<file path="config.mk">
export PLATFORM = sky130hd
export DESIGN_NAME = sn_drain_counter
export DESIGN_NICKNAME = d
export VERILOG_FILES = /design/src/rtl/sn_drain_counter.sv
export SDC_FILE = /design/constraint.sdc
export NUM_CORES = 1
export LEC_CHECK = 0
export CAP_MARGIN = 20
export CELL_PAD_IN_SITES_DETAIL_PLACEMENT = 1
export CELL_PAD_IN_SITES_GLOBAL_PLACEMENT = 2
export CORE_MARGIN = 1
export CORE_UTILIZATION = 29
export CTS_CLUSTER_DIAMETER = 30
export DETAILED_ROUTE_END_ITERATION = 6
export GPL_TIMING_DRIVEN = 0
export PLACE_DENSITY_LB_ADDON = 0.1
export SYNTH_ARGS = -nofsm -noshare
export SYNTH_HDL_FRONTEND = slang
export SYNTH_SLANG_ARGS = --single-unit
</file>
<file path="constraint.sdc">
create_clock -name clk -period 3 [get_ports clk]
set_input_delay 0.45 -clock clk [delete_from_list [all_inputs] [get_ports clk]]
set_output_delay 0.45 -clock clk [all_outputs]
set_load 0.02 [all_outputs]
</file>
<file path="src/rtl/sn_drain_counter.sv">
// Preloadable down-counter: drains the sn/i pair back to 0/1 one step per selector-high cycle,
// with a one-cycle done pulse on completion and a one-cycle err pulse on an out-of-range preload.
module sn_drain_counter #(
    parameter int WIDTH = 16,
    parameter int LIMIT = 70
) (
    input  logic             clk,
    input  logic             rst,
    input  logic             load_valid,
    input  logic [WIDTH-1:0] load_val,
    output logic             load_ready,
    input  logic             selector,
    input  logic             abort,
    output logic [WIDTH-1:0] sn,
    output logic [WIDTH-1:0] i,
    output logic             busy,
    output logic             done,
    output logic             err
);

    localparam logic [WIDTH-1:0] LIMIT_W = WIDTH'(LIMIT);
    localparam logic [WIDTH-1:0] ONE     = WIDTH'(1);

    typedef enum logic [1:0] {
        IDLE  = 2'd0,
        DRAIN = 2'd1,
        DONE  = 2'd2
    } state_t;

    state_t           state_q, state_d;
    logic [WIDTH-1:0] sn_q, sn_d;
    logic [WIDTH-1:0] i_q, i_d;
    logic             done_q, done_d;
    logic             err_q, err_d;
    logic             rst_seen_q;

    always_ff @(posedge clk) begin
        if (rst) begin
            state_q <= IDLE;
            sn_q    <= '0;
            i_q     <= ONE;
            done_q  <= 1'b0;
            err_q   <= 1'b0;
        end else begin
            state_q <= state_d;
            sn_q    <= sn_d;
            i_q     <= i_d;
            done_q  <= done_d;
            err_q   <= err_d;
        end
    end

    always_ff @(posedge clk) begin
        if (rst) begin
            rst_seen_q <= 1'b1;
        end
    end

    // i is tracked as its own register so it moves in lockstep with sn rather than being derived.
    always_comb begin
        state_d = state_q;
        sn_d    = sn_q;
        i_d     = i_q;
        err_d   = 1'b0;
        case (state_q)
            IDLE: begin
                if (load_valid) begin
                    if (load_val <= LIMIT_W) begin
                        sn_d    = load_val;
                        i_d     = load_val + ONE;
                        state_d = (load_val != '0) ? DRAIN : DONE;
                    end else begin
                        err_d = 1'b1;
                    end
                end
            end
            DRAIN: begin
                if (abort) begin
                    sn_d    = '0;
                    i_d     = ONE;
                    state_d = IDLE;
                end else if (selector && (sn_q != '0)) begin
                    sn_d = sn_q - ONE;
                    i_d  = i_q - ONE;
                    if (sn_q == ONE) begin
                        state_d = DONE;
                    end
                end
            end
            DONE: begin
                sn_d    = '0;
                i_d     = ONE;
                state_d = IDLE;
            end
            default: begin
                sn_d    = '0;
                i_d     = ONE;
                state_d = IDLE;
            end
        endcase
        done_d = (state_d == DONE);
    end

    assign load_ready = (state_q == IDLE);
    assign busy       = (state_q == DRAIN);
    assign sn         = sn_q;
    assign i          = i_q;
    assign done       = done_q;
    assign err        = err_q;

    a_index_pair : assert property (@(posedge clk) disable iff (rst || !rst_seen_q)
        i_q == sn_q + ONE);
    a_sn_limit : assert property (@(posedge clk) disable iff (rst || !rst_seen_q)
        sn_q <= LIMIT_W);
    a_done_busy : assert property (@(posedge clk) disable iff (rst || !rst_seen_q)
        !(done_q && (state_q == DRAIN)));
    a_err_cause : assert property (@(posedge clk) disable iff (rst || !rst_seen_q)
        err_q |-> $past((state_q == IDLE) && load_valid && (load_val > LIMIT_W)));

endmodule

</file>
# Word level (Yosys, flattened, before mapping)
# Index checks and enable logic that the tools add are counted.
[word_totals]
reg_bits = 36
input_bits = 21
out_inout_bits = 36
[classes]
addsub = 3
muxes = 18
n_reduce_logical = 6
n_lt_le_gt_ge = 1
n_eq_ne = 6
bitwise_logic = 2
[ops]
columns = ["op", "count"]
rows = [
  ["$mux 16", 8],
  ["$pmux 16 s2", 2],
  ["$reduce_bool 16->1", 2],
  ["$sub 16x1->16 const B", 2],
  ["$add 16x1->16 const B", 1],
  ["$eq 16x1->1 const B", 1],
  ["$le 16x7->1 const B", 1],
  ["$mux 2", 6],
  ["$pmux 2 s2", 1],
  ["$ne 3x2->1 const B", 1],
  ["$reduce_and 3->1", 1],
  ["$reduce_or 3->1", 1],
  ["$eq 2x1->1 const B", 1],
  ["$eq 2x2->1 const B", 1],
  ["$logic_not 2->1", 1],
  ["$ne 2x1->1 const B", 1],
  ["$ne 2x2->1 const B", 1],
  ["$not 1->1", 2],
  ["$logic_and 1x1->1", 1],
  ["$mux 1", 1],
]

# Depth between registers and ports, before layout
[logic_depth]
depth_word = 6
depth_mapped = 9
depth_no_buf = 7

# Worst setup path before layout
# Ideal clock, no wire load.
[synth_timing]
path_kind = "reg2reg"
from = "reg sn_q[4] (netlist: sn[4])"
to = "reg sn_q[13] (netlist: sn[13])"
setup_slack_ns = 0.721
path_stages_with_launch = 8
synth_period_minus_slack_ns = 2.279
arrival_ns = 2.147
path_cell_list = "dfxtp_1 buf_6 or4_1 buf_2 or4_4 and3_4 o32ai_2 a21oi_1"
[synth_via]
elab_chain_cells = 4
elab_cells_between_ends = 8
classes_between = "add/sub: 1; eq/ne: 1; mux: 3; reduce/logical: 3"
[synth_rtl]
columns = ["element", "line_no", "text"]
rows = [
  ["start, declared", "31", "logic [WIDTH-1:0] sn_q, sn_d;"],
  ["start signal, assigned", "46", "sn_q <= sn_d;"],
  ["$sub 16x1->16 / $reduce_bool 16->1 (equally long branches)", "83, 82", ""],
  ["$mux 16 / $logic_and 1x1->1 (equally long branches)", "82", "end else if (selector && (sn_q != '0)) begin"],
  ["$mux 16 / $ne 3x2->1 (equally long branches)", "-", ""],
  ["$pmux 16 s2 / $reduce_and 3->1 (equally long branches)", "-", ""],
]
# Several ways; a longest one is shown, not always the timed one. The select of a mux whose other input is x is not followed.
# A chain may end at the register's enable or synchronous reset.

# Final worst setup path
[layout_timing]
from = "reg state_q[1]"
to = "out load_ready"
[layout_via]
elab_chain_cells = 1
[layout_rtl]
columns = ["element", "line_no", "text"]
rows = [
  ["start, declared", "30", "state_t state_q, state_d;"],
  ["start signal, assigned", "45", "state_q <= state_d;"],
  ["$logic_not 2->1", "104", "assign load_ready = (state_q == IDLE);"],
  ["end, declared", "11", "output logic load_ready,"],
]
# Every way passes these cells.

==> impl_results.md <==
- Reg2Reg Launch Point: sn[0]
- Crit end category: output pin
- Synth cell types: 53
- Reg2Reg Setup Slack: 0.15 ns
- Via count: 3449
- Clock Tree Root: clkbuf_8
- Worst Tran Pin Value: 0.824 ns
- Pleak: 1.29 nW
- Gpl congestion: 0.803
- Worst setup path end: load_ready
- FF-to-FF End: sn[14]
- Initial antenna violation count: 0
- Fin. Hold Viols: 0
- First-pass GRT wire length: 19100 um
- Slew Viols, Final: 0
- Setup TNS: 0 ns
- Number of DRC markers in iteration 0: 184
- Finished Cell Area: 3660 um2
- Die height: 101 um
- DIE WIDTH: 101 um
- Clk buf depth: 2
- Pre-Repair DR Iteration Count: 5
- PnR Total Power: 1.04 mW
- DP Wirelength: 8990 um
- Ratio of cells with drive above 1 in the final layout: 7.51%
- Max VDD drop: 0.201 mV
- CP Data Arrival Time: 2.45 ns
- Clock sink total: 36
- Ports: 57
- Outcome: completed
- Core area: 9330 um2
- Yosys reg bits: 36
- Fmax: 345 MHz
- Final worst path period share: 96.6%
- Starting density of the core: 30.3%
- Post-synth EDFFs: 0
- Most used DFF post-synth: dfxtp_1
- Commonest cells in the netlist: a21oi_1, o21ai_0, dfxtp_1
- Hold Startpoint: i[8]
- DRT Wirelength: 12300 um
- Via/cell ratio: 5.93
- # nets final: 479
- Power per Cell Area: 285 nW/um2
- Hold Crit Class: flop to flop
- Clock Latency Late Sink: 0.30 ns
- H-tree depth: 2
- Worst setup SP type: flop
- Global Route Usage Sum: 25.1%
- Full die area: 10200 um2
- Seq/Total Area, Yosys: 25.5%
- Layout Skew: 0.0103 ns
- Crit path max fanout: 10
- Grt ovf: 0
- Cell Area, Placed: 3530 um2
- Layout area overhead: 29.3%
- Critical Path Start: state_q[1]
- CP Data Required Time: 2.55 ns
- Syn Area/Cell: 7.24 um2
- Cell with the most instances after synthesis: a21oi_1
- Critical path class: flop to output pin
- Maxcap violations: 0
- Ys async rst share: 0%
- Clk pin slew, worst setup/hold paths: 0.09 ns
- Worst Reg-to-Reg Cells: 8
- WL/cell: 21.1 um
- Syn Std Cell Area: 2830 um2
- Antenna cells: 0
- Finished Core Util: 39.2%
- Largest cells by area after synthesis: dfxtp_1, a21oi_1, o21ai_0
- Largest net degree at the start of global routing: 12
- DRC errors left: 0
- Setup violations, final: 0
- Final ANT Viol Nets: 0
- Vias in the first global route: 3353
- Area leader, netlist: dfxtp_1
- YS warnings: 0
- Post-synth top area share: 25.5%
- Input/output buffers: 53
- # rows: 35
- TritonCTS clock tree: built
- Synthesized net count: 418
- Worst relative slew slack: 44.9%
- Num CTS Buffers: 5
- Unrepaired setup endpoints after global routing: no
- Cell count after synthesis: 391
- Tmin final: 2.90 ns
- Hold Worst Slack: 0.526 ns
==> registers in the layout, indices dropped and copies added (netlist names) <==
signal	cells
i	16
done	1
state_q	2
err	1
sn	16
==> layout by cell type (no fill, tap or decap), types with 2 or more instances in the layout <==
master and instances:
mux2_2 2, a211oi_1 2, or2_2 4, nand4_1 5, xor2_1 2, or4_1 10, nor4_1 14, o32ai_1 10
nor2b_1 5, a21oi_1 47, inv_1 15, or3_1 10, clkbuf_8 5, clkdlybuf4s50_1 53, nand3_1 7, nor4b_1 4
or3b_2 2, o21ai_0 46, clkbuf_2 9, o311a_1 5, mux2i_1 2, nor3_1 19, o22ai_1 16, nor3b_1 4
xnor2_1 7, clkbuf_1 23, and2_1 3, a221o_1 3, a31oi_1 2, nor2_1 16, and3_1 4, nand2b_1 3
o31ai_1 8, ha_1 6, nand2_1 18, dfxtp_1 36, or4b_2 2, and4_1 2
==> report_power, final <==
part	total, mW	leakage, nW	switching (mW)	internal, mW
Clock	0.451	0.0552	0.204	0.247
Sequential	0.479	0.290	0.000582	0.478
Combinational	0.114	0.942	0.0665	0.0473
==> worst max-delay path: stages (launching register included) <==
cell             delay [ns]
dfxtp_1                0.30
clkbuf_1               0.19
or2_2                  0.31
clkbuf_1               0.20
inv_1                  0.17
clkbuf_2               0.30
clkdlybuf4s50_1        0.66
==> per-stage QoR <==
stage	worst slack, ns	cells
floorplan	0.721	391
global placement	-0.300	573
detailed placement	-0.293	574
CTS	0.00493	582
global route	0.0128	582
finish	0.103	582
==> how the worst min path moves through the flow <==
| stage | endpoint | depth (start not counted) | slack [ns] |
|---|---|---|---|
| 6_report | i[8] | 2 | 0.53 |
| 5_1_grt | i[12] | 2 | 0.55 |
| 4_1_cts | i[8] | 2 | 0.53 |
| 3_5_place_dp | sn[14] | 2 | 0.52 |
| 3_3_place_gp | i[8] | 2 | 0.50 |
| 2_1_floorplan | i[12] | 2 | 0.57 |
==> layout make-up <==
type,count,area [um2]
multi-input combinational,306,1930
inverter,15,56.3
fill,1191,5670
timing repair buffer,54,538
clock buffer,6,72.6
clock inverter,2,35.0
buffer,34,148
sequential,36,721
tap,129,161
==> logic make-up after synthesis <==
| logic type | synth area share [%] |
|---|---|
| and+or+nand+nor | 27.9 |
| buffers and inverters | 6.90 |
| DFF | 25.5 |
| AOI/OAI and AO/OA | 32.8 |
| xor gates and xnor gates | 2.79 |
| muxes | 1.50 |
| adders and majority gates | 2.65 |
==> per-layer routing <==
| metal | global-route usage, % | vias up | wire length, um |
|---|---|---|---|
| met5 | 0 | - | 0 |
| met4 | 6.13 | 0 | 221 |
| met3 | 2.70 | 14 | 582 |
| met2 | 39.5 | 101 | 5520 |
| met1 | 36.4 | 1704 | 5940 |
| li1 | - | 1630 | - |
==> repair_timing <==
item,4_1_cts,5_1_grt
resized for setup,2,13
hold buffers,0,0
setup buffers,0,0
endpoints found under the setup margin,3,33
Power figures use the tool's default switching activity.
